==> config.mk <==
export PLATFORM = sky130hd
export DESIGN_NAME = shift_sequencer
export DESIGN_NICKNAME = d
export VERILOG_FILES = /design/src/rtl/shift_sequencer.sv
export SDC_FILE = /design/constraint.sdc
export NUM_CORES = 1
export LEC_CHECK = 0
export BUFFER_PORTS_ARGS = -buffer_cell sky130_fd_sc_hd__buf_2
export CAP_MARGIN = 30
export CELL_PAD_IN_SITES_DETAIL_PLACEMENT = 0
export CELL_PAD_IN_SITES_GLOBAL_PLACEMENT = 1
export CORE_AREA = 2 2 57 54
export CTS_CLUSTER_SIZE = 25
export DETAILED_ROUTE_END_ITERATION = 10
export DIE_AREA = 0 0 59 56
export GPL_TIMING_DRIVEN = 0
export HOLD_SLACK_MARGIN = 0.08
export PLACE_DENSITY_LB_ADDON = 0.1
export SYNTH_ARGS = -nofsm -noshare
export SYNTH_HDL_FRONTEND = slang
export SYNTH_SLANG_ARGS = --single-unit
==> constraint.sdc <==
create_clock -name c -period 2.2 [get_ports c]
set_input_delay 0.22 -clock c [delete_from_list [all_inputs] [get_ports c]]
set_output_delay 0.22 -clock c [all_outputs]
set_load 0.01 [all_outputs]
==> src/rtl/shift_sequencer.sv <==
// Command sequencer driving an 8-bit shift register's d/i/l/r inputs.
// Ports: c, rst, cmd_* handshake, q feedback, d/i/l/r drive, busy/done/err.
module shift_sequencer #(
  parameter int W     = 8,
  parameter int AMT_W = 3
) (
  input  logic             c,
  input  logic             rst,
  input  logic             cmd_valid,
  output logic             cmd_ready,
  input  logic [2:0]       cmd_op,
  input  logic [AMT_W-1:0] cmd_amt,
  input  logic [W-1:0]     cmd_data,
  input  logic [W-1:0]     q,
  output logic [W-1:0]     d,
  output logic             i,
  output logic             l,
  output logic             r,
  output logic             busy,
  output logic             done,
  output logic             err
);

  typedef enum logic [1:0] {
    IDLE,
    LOAD,
    SHIFT,
    DONE
  } state_t;

  localparam logic [2:0] OP_LOAD = 3'd1;
  localparam logic [2:0] OP_SHL  = 3'd2;
  localparam logic [2:0] OP_SHR  = 3'd3;
  localparam logic [2:0] OP_ROL  = 3'd4;
  localparam logic [2:0] OP_ROR  = 3'd5;
  localparam logic [2:0] OP_ASR  = 3'd6;
  localparam logic [2:0] OP_RSV  = 3'd7;

  localparam logic [AMT_W-1:0] CNT_ONE = 1;
  localparam logic [AMT_W-1:0] CNT_ZERO = '0;

  localparam logic [W-1:0] LSB_M = 1;
  localparam logic [W-1:0] MSB_M = LSB_M << (W - 1);

  state_t           state;
  state_t           nxt;
  logic [2:0]       op_r;
  logic [W-1:0]     data_r;
  logic [AMT_W-1:0] cnt;

  logic accept;
  logic is_sh;
  logic q_msb;
  logic q_lsb;

  assign accept = cmd_valid & cmd_ready;
  assign is_sh  = (cmd_op >= OP_SHL) && (cmd_op <= OP_ASR);

  // Masked reductions pick the fill bits off the live q.
  assign q_msb = |(q & MSB_M);
  assign q_lsb = |(q & LSB_M);

  always_ff @(posedge c or posedge rst) begin
    if (rst) begin
      state  <= IDLE;
      op_r   <= '0;
      data_r <= '0;
      cnt    <= '0;
    end else begin
      state <= nxt;
      if (accept) begin
        op_r   <= cmd_op;
        data_r <= cmd_data;
        cnt    <= cmd_amt;
      end else if (state == SHIFT && cnt != CNT_ONE) begin
        cnt <= cnt - CNT_ONE;
      end
    end
  end

  always_comb begin
    nxt = state;
    unique case (state)
      IDLE: begin
        if (accept) begin
          if (cmd_op == OP_LOAD)
            nxt = LOAD;
          else if (is_sh && cmd_amt != CNT_ZERO)
            nxt = SHIFT;
          else
            nxt = DONE;
        end
      end
      LOAD:  nxt = DONE;
      SHIFT: if (cnt == CNT_ONE) nxt = DONE;
      DONE:  nxt = IDLE;
      default: nxt = IDLE;
    endcase
  end

  always_comb begin
    cmd_ready = 1'b0;
    busy      = 1'b1;
    d         = '0;
    i         = 1'b0;
    l         = 1'b0;
    r         = 1'b0;
    done      = 1'b0;
    err       = 1'b0;
    unique case (state)
      IDLE: begin
        cmd_ready = 1'b1;
        busy      = 1'b0;
      end
      LOAD: begin
        l = 1'b1;
        r = 1'b1;
        d = data_r;
      end
      SHIFT: begin
        // (l,r)=01 moves toward MSB, 10 toward LSB.
        unique case (op_r)
          OP_SHL: r = 1'b1;
          OP_ROL: begin
            r = 1'b1;
            i = q_msb;
          end
          OP_SHR: l = 1'b1;
          OP_ROR: begin
            l = 1'b1;
            i = q_lsb;
          end
          OP_ASR: begin
            l = 1'b1;
            i = q_msb;
          end
          default: ;
        endcase
      end
      DONE: begin
        done = 1'b1;
        err  = (op_r == OP_RSV);
      end
      default: ;
    endcase
  end

endmodule

==> results.sh, run 1 <==
export IMPL_status="complete, no violations"
export IMPL_cts_num_sinks=16
export IMPL_cts_root_buf="clkbuf_4"
export IMPL_ir_worst_vdd_v=0.000427
export IMPL_cp_max_fo=10
export IMPL_power_density_nw_per_um2=1340
export IMPL_p_clk_share_pct=9.1
export IMPL_switching_power_mw=0.625
export IMPL_maxSlewViolCount=0
export IMPL_finalSetupTns_ns=0
export IMPL_synth_edf_count=0
export IMPL_via_per_inst=4.88
export IMPL_grt_pass1_wl_um=3410
export IMPL_grt_max_degree=17
export IMPL_cts_buffers=3
export IMPL_comb_power_share_pct=56.5
export IMPL_sequentialPowerShare_pct=34.4
export IMPL_synth_area_leaders="dfrtp_1, mux2_4, ha_1"
export IMPL_required_ns=1.98
export IMPL_clockBufferDepth=2
export IMPL_yosys_area_top_type_share_pct=40.8
export IMPL_cts_setup_buffers=0
export IMPL_max_slew_margin_rel_pct=58.2
export IMPL_port_buffers=33
export IMPL_leakagePower_nw=0.657
export IMPL_arrival_ns=1.77
export IMPL_min_path_type="in -> reg"
export IMPL_dr_pass1_iters=3
export IMPL_synthArstFlopShare_pct=100
export IMPL_intPower_mw=1.01
export IMPL_first_global_vias=766
export IMPL_place_hpwl_um=1500
export IMPL_path_clk_slew_ns=0.09
export IMPL_overflow=0
export IMPL_drive_gt1_share_pct=42.4
export IMPL_core_area_um2=2660
export IMPL_synthCells=88
export IMPL_design_die_area_um2=3300
export IMPL_rsz0062_at_grt="false"
export IMPL_swShare_pct=38.2
export IMPL_route_detailed_drc=0
export IMPL_htree_num_levels=1
export IMPL_hold_viol_final=0
export IMPL_row_count=18
export IMPL_io_pins=40
export IMPL_worst_slew_pin_slew_ns=0.627
export IMPL_total_power_mw=1.63
export IMPL_critPathSlowestCell="dfrtp_1"
export IMPL_fin_crit_sh_pct=90.4
export IMPL_wl_um=1910
export IMPL_num_nets_final=159
export IMPL_synth_nets=120
export IMPL_grt_util_all_layers_pct=13.5
export IMPL_ys_types=30
export IMPL_postRouteAntennaNets=0
export IMPL_cts_tree="done"
export IMPL_synth_top_area_cell="dfrtp_1"
export IMPL_setup_worst_path_start_class="flip-flop"
export IMPL_vias=756
export IMPL_drt_iter0_markers=8
export IMPL_setup_viol=0
export IMPL_post_place_ws_ns=0.532
export IMPL_crit_chain="inv_1 -> ha_1 -> buf_4 -> nor2b_1 -> a31oi_1 -> a21boi_0 -> buf_2"
export IMPL_antenna_found_initial=0
export IMPL_setup_slack_ns=0.210
export IMPL_place_gp_congestion=0.741
export IMPL_fin_hold_ws_ns=0.165
export IMPL_yosysSeqAreaShare_pct=40.8
export IMPL_worstSetupEndpointType="output pin"
export IMPL_die_x_um=59
export IMPL_cap_violations=0
export IMPL_die_height_um=56
export IMPL_syn_avg_cell_area_um2=11.2
export IMPL_clk_latency_ns=0.28
export IMPL_antennaDiodeCount=0
export IMPL_yosys_most_used_dff="dfrtp_1"
export IMPL_max_freq_ghz=0.503
export IMPL_crit_type="reg -> out"
export IMPL_ys_ff_latch=16
export IMPL_yosysWarnings=0
export IMPL_cp_slowest_stage_delay_ns=0.41
export IMPL_fin_skew_ns=0.00384
export IMPL_syn_area_um2=982
export IMPL_syn_to_final_growth_pct=23.9
export IMPL_fin_crit_ns=1.99
export IMPL_layout_core_utilization_pct=45.8
export IMPL_start_util_pct=37.0
export IMPL_wl_per_cell_um=12.3
==> flip-flops by register name, indices dropped and copies added (netlist names) <==
name / flops
cnt: 3
op_r: 3
data_r: 8
state: 2
==> repair_timing <==
action,in CTS,in global routing
resized for setup,0,0
hold buffers,1,0
hold endpoints to repair,16,0
setup endpoints to repair,0,0
==> synthesized netlist by cell type (2+ instances only) <==
cell,number
nand3_1,3
and3_1,2
ha_1,7
inv_1,7
nor2b_1,2
a21oi_1,4
and2_1,8
a21boi_0,2
mux2_4,6
dfrtp_1,16
mux2_2,6
a31oi_1,3
nor2_1,5
==> power by group through the flow <==
stage	Combinational, mW	Clock (mW)	Sequential (mW)
CTS	0.936	0.159	0.561
global route	1.04	0.172	0.593
floorplan	0.718	0	0.531
finish	0.923	0.149	0.562
global placement	0.917	0	0.559
detailed placement	0.933	0	0.564
==> metrics by stage <==
step	area, um^2	cells
6_report	1220	155
5_1_grt	1220	155
4_1_cts	1220	155
3_5_place_dp	1180	151
3_3_place_gp	1180	151
2_1_floorplan	982	88
==> worst paths after layout <==
path                       slack (ns)        start  cells past startpoint   endpoint
max reg2reg                      0.68     state[0]                      5  data_r[3]
min in group asynchronous        0.55          rst                      3  data_r[7]
max in group asynchronous        1.24          rst                      3     cnt[2]
min reg2reg                      0.50    data_r[5]                      1  data_r[5]
max                              0.21     state[0]                      7          l
min                              0.17  cmd_data[6]                      2  data_r[6]
==> kinds of logic after synthesis <==
logic type	share of synthesized area (%)
adder cells (fa/ha/maj)	8.92
buffers and inverters	4.59
multiplexers	17.1
AND/OR/NAND/NOR	17.8
flip-flops	40.8
AO/OA/AOI/OAI	9.94
XOR/XNOR	0.892
==> metal layers <==
layer / global-route usage, % / vias to the layer above / wire, um
li1: - / 378 / -
met1: 18.2 / 355 / 909
met2: 21.0 / 21 / 896
met3: 2.09 / 2 / 91
met4: 5.84 / 0 / 12
met5: 0 / - / 0
==> layout make-up <==
type	count	area (um^2)
Fill cell	271	1440
Multi-Input combinational cell	63	537
Sequential cell	16	400
Timing Repair Buffer	34	175
Tap cell	30	37.5
Inverter	7	26.3
Clock buffer	3	22.5
Buffer	2	18.8
==> worst max-delay path: cells and delay by family, from the launching register on <==
kind                     cells  cell delay (ns)
flip-flops                   1             0.41
AO/OA/AOI/OAI                2             0.29
buffers and inverters        3             0.43
adder cells (fa/ha/maj)      1             0.16
AND/OR/NAND/NOR              1             0.20
==> layout by cell type, fill, tap and decap left out, types with 2 or more instances in the layout <==
| cell | instances |
|---|---|
| buf_2 | 33 |
| dfrtp_1 | 16 |
| and2_1 | 8 |
| inv_1 | 7 |
| ha_1 | 7 |
| mux2_4 | 6 |
| mux2_2 | 6 |
| nor2_1 | 5 |
| a21oi_1 | 4 |
| nand3_1 | 3 |
| a31oi_1 | 3 |
| clkbuf_4 | 3 |
| and3_1 | 2 |
| nor2b_1 | 2 |
| a21boi_0 | 2 |
Note: power is estimated with default switching activity, not from simulation.
==> run 2: changes to the inputs <==
- ABC_CLOCK_PERIOD_IN_PS: unset -> 2200
- CORE_AREA: 2 2 57 54 -> 2 2 64 60
- CTS_BUF_LIST: unset -> sky130_fd_sc_hd__clkbuf_2
- DIE_AREA: 0 0 59 56 -> 0 0 66 62
==> results.sh, run 2 (synthesis results as in run 1) <==
export IMPL_hp_start="cmd_data[4]"
export IMPL_place_hpwl_um=1610
export IMPL_vias=761
export IMPL_htree_num_levels=1
export IMPL_first_global_vias=750
export IMPL_r2r_start="state[1]"
export IMPL_max_freq_ghz=0.508
export IMPL_critPathTopFamily="flip-flops"
export IMPL_drt_iter0_markers=22
export IMPL_fin_crit_ns=1.97
export IMPL_port_buffers=33
export IMPL_reg2reg_depth=5
export IMPL_leakagePower_nw=0.655
export IMPL_antennaDiodeCount=0
export IMPL_final_cell_count_no_fill=171
export IMPL_die_height_um=62
export IMPL_min_path_type="in -> reg"
export IMPL_arrival_ns=1.75
export IMPL_largest_reg_flops=8
export IMPL_wl_um=2060
export IMPL_via_per_inst=4.45
export IMPL_reg_top3="data_r (8), cnt (3), op_r (3)"
export IMPL_row_count=21
export IMPL_required_ns=1.98
export IMPL_path_buf_inv=3
export IMPL_status="complete, no violations"
export IMPL_core_area_um2=3520
export IMPL_holdPathStages=2
export IMPL_cp_max_fo=10
export IMPL_min_to="data_r[4]"
export IMPL_fin_skew_ns=0.00728
export IMPL_setup_worst_path_start_class="flip-flop"
export IMPL_cap_violations=0
export IMPL_drive_gt1_share_pct=43.2
export IMPL_regMostFlops="data_r"
export IMPL_die_x_um=66
export IMPL_hold_viol_final=0
export IMPL_worstSetupEndpointType="output pin"
export IMPL_place_gp_congestion=0.740
export IMPL_layout_common_cells="buf_2, dfrtp_1, and2_1, ha_1"
export IMPL_crit_chain="inv_2 -> ha_1 -> buf_4 -> nor2b_1 -> a31oi_1 -> a21boi_0 -> buf_2"
export IMPL_power_density_nw_per_um2=1320
export IMPL_finalSetupTns_ns=0
export IMPL_overflow=0
export IMPL_path_clk_slew_ns=0.15
export IMPL_cts_buffers=3
export IMPL_r2r_end="data_r[1]"
export IMPL_dr_pass1_iters=4
export IMPL_design_die_area_um2=4090
export IMPL_num_nets_final=159
export IMPL_final_area_um2=1230
export IMPL_start_util_pct=27.9
export IMPL_grt_max_degree=17
export IMPL_io_pins=40
export IMPL_fin_hold_ws_ns=0.151
export IMPL_syn_to_final_growth_pct=25.2
export IMPL_cts_num_sinks=16
export IMPL_max_slew_margin_rel_pct=57.9
export IMPL_critPathSlowestCell="dfrtp_1"
export IMPL_postRouteAntennaNets=0
export IMPL_wl_per_cell_um=12.0
export IMPL_cts_root_buf="clkbuf_2"
export IMPL_antenna_found_initial=0
export IMPL_setup_viol=0
export IMPL_ir_worst_vdd_v=0.000389
export IMPL_rsz0062_at_grt="false"
export IMPL_worst_slew_pin_slew_ns=0.630
export IMPL_clk_latency_ns=0.28
export IMPL_dp_cells=167
export IMPL_crit_type="reg -> out"
export IMPL_grt_util_all_layers_pct=12.0
export IMPL_total_power_mw=1.62
export IMPL_cts_tree="done"
export IMPL_placed_area_um2=1200
export IMPL_layout_commonest_cell="buf_2"
export IMPL_cts_setup_buffers=0
export IMPL_clockBufferDepth=2
export IMPL_maxSlewViolCount=0
export IMPL_fin_crit_sh_pct=89.5
export IMPL_reg2reg_slack_ns=0.69
export IMPL_route_detailed_drc=0
export IMPL_cp_slowest_stage_delay_ns=0.44
export IMPL_grt_pass1_wl_um=3550
==> run 2: power breakdown <==
part / internal, mW / switching, mW / leakage (nW)
clock: 0.0372 / 0.0890 / 0.0125
sequential: 0.448 / 0.112 / 0.188
combinational: 0.499 / 0.432 / 0.454
total: 0.984 / 0.633 / 0.655
==> run 2: area by class of cell <==
type                            instances  area, um^2
Fill cell                             366        2290
Multi-Input combinational cell         63         537
Sequential cell                        16         400
Timing Repair Buffer                   34         175
Tap cell                               46        57.6
Inverter                                7        26.3
Buffer                                  2        18.8
Clock buffer                            3        15.0
==> run 2: metal layers <==
layer | global-route usage [%] | vias up | routed length (um)
met2 | 19.6 | 18 | 1020
li1 | - | 380 | -
met5 | 0 | - | 0
met3 | 3.78 | 2 | 100
met4 | 2.62 | 0 | 15
met1 | 15.8 | 361 | 918
==> run 2: through the flow <==
step / util [%] / worst slack, ns
after floorplan: - / 0.663
after global placement: 34.2 / 0.551
after detailed placement: 34.2 / 0.499
after CTS: 34.9 / 0.133
after global routing: 34.9 / 0.00869
final: 34.9 / 0.231
==> run 2: worst max path at each step <==
stage / depth (start not counted) / to / slack, ns / startpoint
final: 7 / l / 0.23 / state[0]
after global routing: 7 / l / 0.009 / state[0]
after CTS: 7 / l / 0.13 / state[0]
after detailed placement: 7 / l / 0.50 / state[0]
after floorplan: 6 / l / 0.66 / state[0]
after global placement: 7 / l / 0.55 / state[0]
==> run 2: repair_timing <==
| action | in CTS | in global routing |
|---|---|---|
| resized for setup | 0 | 1 |
| hold buffers | 1 | 0 |
| setup endpoints to repair | 0 | 1 |
| hold endpoints to repair | 16 | 0 |
==> run 3: changes to the inputs <==
- ABC_CLOCK_PERIOD_IN_PS: 2200 -> 2400
- clock period: 2.2 -> 2.4 ns (I/O delays scaled with it)
==> results.sh, run 3 (synthesis results as in run 1) <==
export IMPL_critPathSlowestCell="dfrtp_1"
export IMPL_postCtsHoldBufs=1
export IMPL_grt_pass1_wl_um=3550
export IMPL_maxSlewViolCount=0
export IMPL_clk_latency_ns=0.28
export IMPL_syn_to_final_growth_pct=25.2
export IMPL_route_detailed_drc=0
export IMPL_port_buffers=33
export IMPL_power_density_nw_per_um2=1200
export IMPL_required_ns=2.16
export IMPL_setup_viol=0
export IMPL_cts_buffers=3
export IMPL_hp_start="cmd_data[4]"
export IMPL_layout_common_cells="buf_2, dfrtp_1, and2_1, inv_1, ha_1"
export IMPL_io_pins=40
export IMPL_layout_core_utilization_pct=34.9
export IMPL_largest_reg_flops=8
export IMPL_die_height_um=62
export IMPL_antennaDiodeCount=0
export IMPL_cts_setup_buffers=0
export IMPL_via_per_inst=4.45
export IMPL_cts_tree="done"
export IMPL_wl_met2_um=1020
export IMPL_drt_iter0_markers=22
export IMPL_htree_num_levels=1
export IMPL_finalSetupTns_ns=0
export IMPL_grt_max_degree=17
export IMPL_clockBufferDepth=2
export IMPL_core_area_um2=3520
export IMPL_status="complete, no violations"
export IMPL_reg_top3="data_r (8), cnt (3), op_r (3)"
export IMPL_cts_num_sinks=16
export IMPL_max_freq_ghz=0.492
export IMPL_cp_max_fo=10
export IMPL_critPathTopFamily="buffers and inverters"
export IMPL_cts_root_buf="clkbuf_2"
export IMPL_place_gp_congestion=0.740
export IMPL_num_nets_final=159
export IMPL_grt_util_all_layers_pct=12.0
export IMPL_row_count=21
export IMPL_crit_chain="inv_1 -> ha_1 -> buf_4 -> nor2b_1 -> a31oi_1 -> a21boi_0 -> buf_2"
export IMPL_place_hpwl_um=1610
export IMPL_fin_crit_sh_pct=84.6
export IMPL_leakagePower_nw=0.656
export IMPL_worstSetupEndpointType="output pin"
export IMPL_drive_gt1_share_pct=42.4
export IMPL_overflow=0
export IMPL_highest_layer="met4"
export IMPL_start_util_pct=27.9
export IMPL_rsz0062_at_grt="false"
export IMPL_arrival_ns=1.79
export IMPL_die_x_um=66
export IMPL_dr_pass1_iters=4
export IMPL_postCtsResizedCells=0
export IMPL_first_global_vias=750
export IMPL_cap_violations=0
export IMPL_layout_commonest_cell="buf_2"
export IMPL_r2r_start="state[0]"
export IMPL_setup_worst_path_start="state[0]"
export IMPL_cp_slowest_stage_delay_ns=0.43
export IMPL_path_buf_inv=3
export IMPL_seq_area_um2=400
export IMPL_vias=761
export IMPL_fin_crit_ns=2.03
export IMPL_fin_hold_ws_ns=0.171
export IMPL_wl_per_cell_um=12.0
export IMPL_fin_skew_ns=0.00728
export IMPL_min_path_type="in -> reg"
export IMPL_setup_worst_path_start_class="flip-flop"
export IMPL_fillers=366
export IMPL_regMostFlops="data_r"
export IMPL_wl_met1_um=918
export IMPL_crit_type="reg -> out"
export IMPL_wl_um=2060
export IMPL_max_slew_margin_rel_pct=57.9
export IMPL_hold_viol_final=0
export IMPL_ir_worst_vdd_v=0.000357
export IMPL_design_die_area_um2=4090
export IMPL_met3WireLength_um=100
export IMPL_postRouteAntennaNets=0
export IMPL_multiInputGateArea_um2=537
export IMPL_antenna_found_initial=0
export IMPL_worst_slew_pin_slew_ns=0.630
export IMPL_path_clk_slew_ns=0.15
[run 3: worst reg2reg max path, cell delays in order, from the launching register on]
cell and delay, ns:
dfrtp_1 0.43, inv_1 0.13, ha_1 0.27, nand2_4 0.12, buf_6 0.17, mux2_4 0.30
[run 3: cell type report]
type / instances / share of cell area [%]
timing repair buffer: 34 / 14.2
multi-input combinational: 63 / 43.6
tap: 46 / 4.68
sequential: 16 / 32.6
inverter: 7 / 2.14
clock buffer: 3 / 1.22
buffer: 2 / 1.53
[run 3: final timing paths]
kind / endpoint / slack (ns) / cells after the start
worst max register to register: data_r[1] / 0.87 / 5
worst min-delay path: data_r[4] / 0.17 / 2
worst max-delay path: l / 0.37 / 7
min in group asynchronous: data_r[4] / 0.56 / 3
max in group asynchronous: op_r[0] / 1.43 / 3
worst min register to register: data_r[1] / 0.52 / 1
[run 3: routing by layer]
layer  vias to the layer above  global-route usage, %
met3                         2                   3.78
met2                        18                   19.6
met4                         0                   2.62
met1                       361                   15.8
met5                         -                      0
li1                        380                      -
[run 3: per-stage QoR]
stage | power (mW) | setup WS [ns] | cells | instance area (um^2)
after detailed placement | 1.38 | 0.679 | 167 | 1200
final | 1.48 | 0.369 | 171 | 1230
after global routing | 1.65 | 0.127 | 171 | 1230
after CTS | 1.51 | 0.313 | 171 | 1230
after floorplan | 1.14 | 0.843 | 88 | 982
after global placement | 1.37 | 0.731 | 167 | 1200
[run 3: where the power goes]
| group | total (mW) | switching (mW) | internal (mW) |
|---|---|---|---|
| Combinational | 0.853 | 0.396 | 0.457 |
| Clock | 0.116 | 0.0815 | 0.0341 |
| Sequential | 0.512 | 0.102 | 0.411 |
